--- src/rtl/alu_issue_stage_if.sv ---
// rtl/alu_issue_stage_if.sv - instruction handshake, ALU drive and retire signals of alu_issue_stage
interface alu_issue_stage_if;
  logic        instr_valid;
  logic        instr_ready;
  logic [31:0] instruction;
  logic        alu_enable;
  logic [2:0]  alu_funct3;
  logic [31:0] alu_register_data_1;
  logic [31:0] alu_register_data_2;
  logic [31:0] alu_register_data_out;
  logic        retire_valid;
  logic [4:0]  retire_rd;
  logic [31:0] retire_data;
  logic        illegal;

  modport master (
    output instr_valid, instruction, alu_register_data_out,
    input  instr_ready, alu_enable, alu_funct3, alu_register_data_1, alu_register_data_2,
    input  retire_valid, retire_rd, retire_data, illegal
  );

  modport slave (
    input  instr_valid, instruction, alu_register_data_out,
    output instr_ready, alu_enable, alu_funct3, alu_register_data_1, alu_register_data_2,
    output retire_valid, retire_rd, retire_data, illegal
  );
endinterface

--- src/rtl/alu_issue_stage.sv ---
// rtl/alu_issue_stage.sv - serial RV32I OP/OP-IMM issue, ALU drive and writeback stage
// Optional ALU_ISSUE_DEBUG_PORT_EN adds a side-effect-free register file read port.
module alu_issue_stage #(
  parameter int ALU_LATENCY = 1,
  parameter int REG_COUNT   = 32
) (
  input  logic        clock,
  input  logic        reset,
`ifdef ALU_ISSUE_DEBUG_PORT_EN
  input  logic [4:0]  debug_addr,
  output logic [31:0] debug_data,
`endif
  alu_issue_stage_if.slave bus
);
  localparam logic [6:0] OPC_OP    = 7'b0110011;
  localparam logic [6:0] OPC_OPIMM = 7'b0010011;
  localparam logic [3:0] LAST_EXEC = 4'(ALU_LATENCY - 1);

  typedef enum logic [1:0] {IDLE, READ, EXEC, WB} state_t;

  state_t      state, state_next;
  logic [31:0] instr_q;
  logic [31:0] result_q;
  logic [31:0] regs [REG_COUNT];
  logic [3:0]  exec_cnt;
  logic        illegal_q;
  logic        ready_int;
  logic        accept;
  logic        opcode_ok;
  logic [4:0]  rd, rs1, rs2;
  logic [31:0] rs1_val, rs2_val, imm_val;

  assign rd      = instr_q[11:7];
  assign rs1     = instr_q[19:15];
  assign rs2     = instr_q[24:20];
  assign rs1_val = (rs1 == 5'd0) ? 32'd0 : regs[rs1];
  assign rs2_val = (rs2 == 5'd0) ? 32'd0 : regs[rs2];
  assign imm_val = {{20{instr_q[31]}}, instr_q[31:20]};

  // Ready is gated by reset so nothing is accepted while reset is held.
  assign ready_int       = (state == IDLE) && !reset;
  assign bus.instr_ready = ready_int;
  assign accept          = bus.instr_valid && ready_int;
  assign opcode_ok       = (bus.instruction[6:0] == OPC_OP) || (bus.instruction[6:0] == OPC_OPIMM);
  assign bus.illegal     = illegal_q;

  always_ff @(posedge clock or posedge reset) begin
    if (reset) state <= IDLE;
    else       state <= state_next;
  end

  always_comb begin
    state_next       = state;
    bus.alu_enable   = 1'b0;
    bus.retire_valid = 1'b0;
    bus.retire_rd    = 5'd0;
    bus.retire_data  = 32'd0;
    case (state)
      IDLE: if (accept && opcode_ok) state_next = READ;
      READ: state_next = EXEC;
      EXEC: begin
        bus.alu_enable = 1'b1;
        if (exec_cnt == LAST_EXEC) state_next = WB;
      end
      WB: begin
        bus.retire_valid = 1'b1;
        bus.retire_rd    = rd;
        bus.retire_data  = result_q;
        state_next       = IDLE;
      end
      default: state_next = IDLE;
    endcase
  end

  always_ff @(posedge clock or posedge reset) begin
    if (reset) begin
      instr_q                 <= 32'd0;
      result_q                <= 32'd0;
      exec_cnt                <= 4'd0;
      illegal_q               <= 1'b0;
      bus.alu_funct3          <= 3'd0;
      bus.alu_register_data_1 <= 32'd0;
      bus.alu_register_data_2 <= 32'd0;
      for (int i = 0; i < REG_COUNT; i++) regs[i] <= 32'd0;
    end else begin
      illegal_q <= accept && !opcode_ok;
      if (accept) instr_q <= bus.instruction;
      if (state == READ) begin
        bus.alu_funct3          <= instr_q[14:12];
        bus.alu_register_data_1 <= rs1_val;
        bus.alu_register_data_2 <= (instr_q[6:0] == OPC_OPIMM) ? imm_val : rs2_val;
        exec_cnt                <= 4'd0;
      end
      if (state == EXEC) begin
        exec_cnt <= exec_cnt + 4'd1;
        if (exec_cnt == LAST_EXEC) result_q <= bus.alu_register_data_out;
      end
      if ((state == WB) && (rd != 5'd0)) regs[rd] <= result_q;
    end
  end

`ifdef ALU_ISSUE_DEBUG_PORT_EN
  assign debug_data = (debug_addr == 5'd0) ? 32'd0 : regs[debug_addr];
`endif
endmodule

--- src/flat_wrapper.sv ---
// flat-port wrapper written by rule: the top's interface ports become plain ports
module alu_issue_stage_flat 
#(
  parameter int ALU_LATENCY = 1,
  parameter int REG_COUNT   = 32
)
  (clock, reset, bus_instr_valid, bus_instruction, bus_alu_register_data_out, bus_instr_ready, bus_alu_enable, bus_alu_funct3, bus_alu_register_data_1, bus_alu_register_data_2, bus_retire_valid, bus_retire_rd, bus_retire_data, bus_illegal);
  alu_issue_stage_if bus_i ();
  input  logic clock;
  input  logic reset;
  input wire logic [$bits(bus_i.instr_valid)-1:0] bus_instr_valid;
  input wire logic [$bits(bus_i.instruction)-1:0] bus_instruction;
  input wire logic [$bits(bus_i.alu_register_data_out)-1:0] bus_alu_register_data_out;
  output wire logic [$bits(bus_i.instr_ready)-1:0] bus_instr_ready;
  output wire logic [$bits(bus_i.alu_enable)-1:0] bus_alu_enable;
  output wire logic [$bits(bus_i.alu_funct3)-1:0] bus_alu_funct3;
  output wire logic [$bits(bus_i.alu_register_data_1)-1:0] bus_alu_register_data_1;
  output wire logic [$bits(bus_i.alu_register_data_2)-1:0] bus_alu_register_data_2;
  output wire logic [$bits(bus_i.retire_valid)-1:0] bus_retire_valid;
  output wire logic [$bits(bus_i.retire_rd)-1:0] bus_retire_rd;
  output wire logic [$bits(bus_i.retire_data)-1:0] bus_retire_data;
  output wire logic [$bits(bus_i.illegal)-1:0] bus_illegal;
  assign bus_i.instr_valid = bus_instr_valid;
  assign bus_i.instruction = bus_instruction;
  assign bus_i.alu_register_data_out = bus_alu_register_data_out;
  assign bus_instr_ready = bus_i.instr_ready;
  assign bus_alu_enable = bus_i.alu_enable;
  assign bus_alu_funct3 = bus_i.alu_funct3;
  assign bus_alu_register_data_1 = bus_i.alu_register_data_1;
  assign bus_alu_register_data_2 = bus_i.alu_register_data_2;
  assign bus_retire_valid = bus_i.retire_valid;
  assign bus_retire_rd = bus_i.retire_rd;
  assign bus_retire_data = bus_i.retire_data;
  assign bus_illegal = bus_i.illegal;
  alu_issue_stage #(.ALU_LATENCY(ALU_LATENCY), .REG_COUNT(REG_COUNT)) u_core (.clock(clock), .reset(reset), .bus(bus_i));
endmodule
--- config.mk ---
export PLATFORM = sky130hd
export DESIGN_NAME = alu_issue_stage_flat
export DESIGN_NICKNAME = d
export VERILOG_FILES = /design/src/rtl/alu_issue_stage_if.sv /design/src/rtl/alu_issue_stage.sv /design/src/flat_wrapper.sv
export SDC_FILE = /design/constraint.sdc
export NUM_CORES = 2
export LEC_CHECK = 0
export BUFFER_PORTS_ARGS = -buffer_cell sky130_fd_sc_hd__buf_4
export CAP_MARGIN = 20
export CORE_ASPECT_RATIO = 0.6
export CORE_UTILIZATION = 30
export CTS_CLUSTER_SIZE = 28
export DETAILED_ROUTE_END_ITERATION = 10
export GPL_ROUTABILITY_DRIVEN = 0
export PLACE_DENSITY_LB_ADDON = 0.12
export SYNTH_ARGS = -nofsm -noshare
export SYNTH_HDL_FRONTEND = slang
export SYNTH_SLANG_ARGS = --single-unit
--- constraint.sdc ---
create_clock -name clock -period 103.8 [get_ports clock]
set_input_delay 0 -clock clock [delete_from_list [all_inputs] [get_ports clock]]
set_output_delay 0 -clock clock [all_outputs]
set_load 0.02 [all_outputs]
==> Word-level counts from Yosys, hierarchy flattened <==
Cells that the tools add are included.
{ "word_totals": {"ff_bits": 1162, "inputBits": 67, "out_inout_bits": 108, "word_cells": 94} }
{ "op_classes": {"n_addsub": 1, "order_cmp": 4, "n_eq_ne": 8, "mux": 21, "bitwise_logic": 3, "n_reduce_logical": 17} }
{ "ops": {"columns": ["operator", "n"], "rows": [
  ["bitwise mux 1024 bit", 1],
  ["binary-select mux 32 bit (select 5 bit)", 2],
  ["2-to-1 mux 32 bit", 9],
  ["demux 32 bit (select 5 bit)", 1],
  [">= comparator 6 bit (second input constant)", 3],
  ["NOT 5 -> 6 bit", 3],
  ["equality test 7 x 5 -> 1 bit (second input constant)", 2],
  ["zero test 5 bit", 2],
  ["2-to-1 mux 4 bit", 2],
  ["case mux 2 bit (4 select lines)", 1],
  ["equality test 7 x 6 -> 1 bit (second input constant)", 1],
  ["logical AND 1 bit", 6],
  ["less-than comparator 6 x 1 -> 1 bit (second input constant)", 1],
  ["2-to-1 mux 5 bit", 1],
  ["nonzero test 5 bit", 1],
  ["adder 4 x 1 -> 4 bit (second input constant)", 1],
  ["equality test 2 bit (second input constant)", 2],
  ["zero test 4 bit", 1],
  ["2-to-1 mux 2 bit", 2],
  ["AND reduction 2 bit", 2],
  ["equality test 2 x 1 -> 1 bit (second input constant)", 1],
  ["zero test 1 bit", 2],
  ["zero test 2 bit", 1],
  ["2-to-1 mux 1 bit", 2],
  ["other kinds (4)", 4]
]} }

==> Depth between registers and ports, before layout <==
{ "depth": {"depth_word": 6, "ltp_mapped": 9, "ltp_nobuf": 7} }

==> Worst setup path after synthesis <==
Ideal clock, no wire load.
{ "synth_timing": {"path_kind": "register -> register", "startpoint": "reg u_core.state[0]", "endpoint": "reg u_core.regs[672] (netlist bit)", "setup_ns": 0.125, "t_arrival_ns": 2.044, "required_time_ns": 103.675, "slack_ns": 101.632, "stages_incl_launch_ff": 7, "n_path_buf": 1, "synth_period_minus_slack_ns": 2.168, "path_cell_list": "dfrtp_1 ha_1 and2_1 nor2b_1 nand2_1 buf_1 mux2_2"} }
{ "synth_between": {"elab_chain_len": 2} }
{ "synth_lines": {"columns": ["element", "line_no", "rtl"], "rows": [
  ["start, declared", "alu_issue_stage.sv:21", "state_t state, state_next;"],
  ["start signal, assigned", "alu_issue_stage.sv:49", "else state <= state_next;"],
  ["equality test 2 bit", "alu_issue_stage.sv:98", "if ((state == WB) && (rd != 5'd0)) regs[rd] <= result_q;"],
  ["logical AND 1 bit", "alu_issue_stage.sv:98", null],
  ["end signal, assigned by index", "alu_issue_stage.sv:98", null],
  ["end, declared", "alu_issue_stage.sv:24", "logic [31:0] regs [REG_COUNT];"]
]} }
Every way passes these cells.
A chain may end at the register's enable or synchronous reset.

==> Final worst setup path <==
{ "layout_timing": {"startpoint": "reg u_core.instr_q[15]", "endpoint": "reg u_core.bus.alu_register_data_1[6]"} }
{ "layout_between": {"elab_chain_len": 5, "elab_cells_between_ends": 6, "classes_between": "4 x mux; 1 x bitwise; 1 x reduce/logical"} }
{ "layout_lines": {"columns": ["element", "line_no", "rtl"], "rows": [
  ["start, declared", "alu_issue_stage.sv:22", "logic [31:0] instr_q;"],
  ["start signal, assigned", "alu_issue_stage.sv:87", "if (accept) instr_q <= bus.instruction;"],
  ["NOT 5 -> 6 bit (implied by the code)", "alu_issue_stage.sv:36", "assign rs1_val = (rs1 == 5'd0) ? 32'd0 : regs[rs1];"],
  ["binary-select mux 32 bit (select 5 bit)", "alu_issue_stage.sv:36", null],
  ["2-to-1 mux 32 bit (implied by the code) (2 in series)", "alu_issue_stage.sv:36", null],
  ["2-to-1 mux 32 bit (*)", "alu_issue_stage.sv:36", null],
  ["end signal, assigned", "alu_issue_stage.sv:90", "bus.alu_register_data_1 <= rs1_val;"],
  ["end, declared", "alu_issue_stage_if.sv:24", "output instr_ready, alu_enable, alu_funct3, alu_register_data_1, alu_register_data_2,"]
]} }
Every way passes the cells marked *; elsewhere a longest branch is shown, timed or not. The select of a mux whose other input is x is not followed.

==> results.py <==
metrics = {
    "place": {
        "dpl-instance-area_mm2": 0.0642,
        "port_buffers": 174,
        "hpwl_um": 134000,
    },
    "layout": {
        "final_net_count": 4331,
        "design_area_mm2": 0.0695,
        "layout-drive-gt1-share": 0.471,
        "utilization": 0.351,
        "syn_to_final_growth_pct": 15.5,
        "fillers": 19000,
    },
    "clock_network": {
        "clk_latency_ns": 0.76,
        "cts_max_level": 3,
        "clk_path_buf_depth": 3,
        "post_cts_buffers": 0,
        "cts_buffers": 121,
        "cts.clk_slew.worst_paths_ns": 0.06,
        "clock_sinks": 1162,
        "cts_tree": "built",
        "cts_root_buffer": "clkbuf_16",
    },
    "global_routing": {
        "grt.total_usage": 0.225,
        "use_met3": 0.0508,
        "overflow": 0,
        "grt.busiest_layer": "met1",
        "antenna_found_initial": 13,
        "grt_max_degree": 169,
        "grt_pass1_vias": 39900,
        "grt_pass1_wl_um": 327000,
        "grtUsageMet2": 0.324,
        "met1_usage": 0.345,
    },
    "critical_path": {
        "crit_family": "buffers and inverters",
        "cp-start-kind": "flip-flop",
        "reg2reg_depth": 6,
        "rrSetupSlack_ns": 99.07,
        "critPathCaptureType": "flip-flop",
        "regToRegEndpoint": "u_core.bus.alu_register_data_1[6]",
        "crit_required_ns": 104.48,
        "critPathMaxFanout": 53,
        "worst-path-buf-inv": 2,
        "worstReg2RegStart": "u_core.instr_q[15]",
        "critPathSlowestCell": "dfrtp_4",
        "cp_cell_sequence": "buf_4, buf_4, mux4_2, o22ai_1, a211oi_1, a32o_1",
        "max_stage_delay_ns": 1.00,
        "arrival_ns": 5.42,
        "crit_type": "flip-flop to flip-flop",
        "crit_top_cell": "buf_4",
    },
    "logic_synthesis": {
        "synth_nets": 4214,
        "synthDistinctLibCells": 57,
        "synth-seq-cells": 1162,
        "syn-cell-area_mm2": 0.0602,
        "synth_warnings": 0,
        "synth_ff_type": "dfrtp_1",
        "synth-seq-area-share": 0.483,
        "syn_inst": 4140,
        "synth_area_per_cell_um2": 14.5,
        "synth_edf_count": 0,
        "async_flop_share": 1.00,
    },
    "hold_path": {
        "min_to": "u_core.instr_q[19]",
        "hold_class": "input pin to flip-flop",
        "min_delay_path_depth": 3,
        "worstHoldStart": "bus_instruction[19]",
    },
    "sta": {
        "finalHoldViolations": 0,
        "fin_tns_setup_ns": 0,
        "tightest_slew_ns": 1.21,
        "slew_viol_final": 0,
        "skew_ns": 0.0266,
        "clock.fmax_mhz": 211,
        "fin_crit_ns": 4.73,
        "post-route-period-util": 0.0456,
        "rsz0062_at_grt": "no",
        "final-setup-viol-count": 0,
        "max-slew-margin-rel": 0.188,
    },
    "pwr": {
        "peakVddDrop_v": 0.0000269,
        "p_leak_nw": 30.7,
        "power_mw": 2.18,
        "seq_power_share": 0.353,
        "p_sw_uw": 905,
        "p_int_mw": 1.28,
        "p_comb_frac": 0.437,
        "power.density_mw_per_mm2": 31.4,
        "swShare": 0.414,
        "pwr-share-clk": 0.210,
    },
    "run": {
        "drv_cap": 0,
    },
    "routing": {
        "drc": 0,
        "vias": 38900,
        "dr.pass1.iters": 5,
        "wl_per_cell_um": 32.6,
        "avgViaCountPerCell": 5.57,
        "antenna_left": 0,
        "wirelength_um": 228000,
        "drt_iter0_markers": 3082,
    },
    "floorplanning": {
        "dieWidth_um": 580,
        "ioPinCount": 175,
        "row_count": 126,
        "coreArea_mm2": 0.198,
        "die-area_mm2": 0.202,
        "start_util": 0.304,
        "die-height_um": 349,
    },
    "outcome": {
        "status": "finished, final reports clean",
    },
}
==> metrics by stage <==
stage	std cells	hold WS, ns	setup WS, ns
floorplan	4140	0.0851	71.07
global placement	6614	0.164	99.04
detailed placement	6637	0.151	99.04
CTS	6979	0.000790	99.03
global route	6981	0.0165	98.68
finish	6986	0.0429	99.07
==> layer usage <==
metal,share of wire,wire length [um],vias to the layer above
li1,-,-,16000
met1,0.50,114000,21700
met2,0.42,96500,973
met3,0.062,14100,191
met4,0.015,3450,0
met5,0,0,-
==> worst min-delay path: stages <==
cell and delay, ns:
dlygate4sd3_1 0.53, buf_4 0.11, mux2_2 0.13
==> final cells by class <==
class / instances / area, um^2 / share of cell area
Antenna cell: 5 / 12.5 / 0.000180
Clock buffer: 188 / 3590 / 0.0517
Tap cell: 2624 / 3280 / 0.0472
Sequential cell: 1162 / 29100 / 0.419
Multi-Input combinational cell: 2510 / 29200 / 0.420
Timing Repair Buffer: 447 / 3760 / 0.0541
Clock inverter: 35 / 469 / 0.00675
Inverter: 15 / 63.8 / 0.000918
==> timing repair <==
item                                   CTS  global route
hold buffers                           119             0
gates resized for setup                  0             0
setup endpoints to repair                0             0
endpoints found under the hold margin  147             0
==> worst max path at each step <==
stage / startpoint / endpoint / slack, ns / cells after the start
floorplan: reset / u_core.bus.alu_funct3[0] / 71.07 / 1
global placement: u_core.instr_q[20] / u_core.bus.alu_register_data_2[18] / 99.04 / 8
detailed placement: u_core.instr_q[20] / u_core.bus.alu_register_data_2[16] / 99.04 / 8
CTS: u_core.instr_q[20] / u_core.bus.alu_register_data_2[16] / 99.03 / 8
global route: reset / u_core.regs[349] / 98.68 / 8
finish: u_core.instr_q[15] / u_core.bus.alu_register_data_1[6] / 99.07 / 6
==> power by group through the flow <==
stage,logic (mW),clock network (mW),registers [mW]
after CTS,0.957,0.471,0.769
after global placement,0.938,0,0.777
after detailed placement,0.952,0,0.776
after global routing,1.01,0.489,0.793
after floorplan,0.652,0,0.683
final,0.954,0.459,0.771
==> state kept, by name, summed over array words and instances, names as in the netlist <==
| name | cells |
|---|---|
| u_core.regs | 1024 |
| u_core.bus.alu_register_data_1 | 32 |
| u_core.bus.alu_register_data_2 | 32 |
| u_core.instr_q | 32 |
| u_core.result_q | 32 |
| u_core.exec_cnt | 4 |
| u_core.bus.alu_funct3 | 3 |
| u_core.state | 2 |
| u_core.bus.illegal | 1 |
==> cell usage after synthesis (3+ instances only) <==
cell,n,area [um^2]
mux4_2,449,10100
a2111oi_0,21,184
a22oi_1,31,233
buf_2,116,581
nand2b_1,7,43.8
o21ai_1,24,120
nor2_1,145,544
o221ai_1,6,52.6
mux2i_1,164,1640
nand3b_1,6,45.0
o21ai_0,54,270
buf_1,50,188
nor2b_1,24,150
buf_4,40,300
nand3_1,12,60.1
ha_1,7,87.6
a211oi_1,61,458
o22ai_1,99,619
nor3b_1,5,37.5
dfrtp_1,1162,29100
a21oi_1,44,220
a211o_1,7,61.3
or3b_1,3,26.3
and2_1,43,269
nor3_1,44,220
inv_1,14,52.6
nor3_2,4,40.0
a32o_1,31,310
nand2_1,77,289
mux2_2,1000,11300
mux2_1,113,1270
buf_6,17,191
clkbuf_1,228,856
o211ai_1,4,30.0
==> cells by family after synthesis <==
group / synth area share
mux: 0.404
buf+inv: 0.0366
simple gates: 0.0309
flops: 0.483
fa+ha+maj: 0.00146
compound gates: 0.0439
==> placed cells by master, fill, tap and decap left out, types with 20 or more instances in the layout <==
master	n
mux2_1	113
clkbuf_8	29
a211oi_1	49
clkbuf_16	122
o22ai_1	99
nor3_1	42
mux4_2	449
nor2_1	125
o21ai_0	54
mux2i_1	164
nand2_1	61
dfrtp_1	1143
and2_1	43
a22oi_1	31
dlygate4sd3_1	119
nor2b_1	24
mux2_2	1000
a2111oi_0	21
clkbuf_1	37
buf_4	316
a21oi_1	44
nor2_4	20
a32o_1	31
o21ai_1	23
No activity file was read; power rests on OpenSTA's default activity.
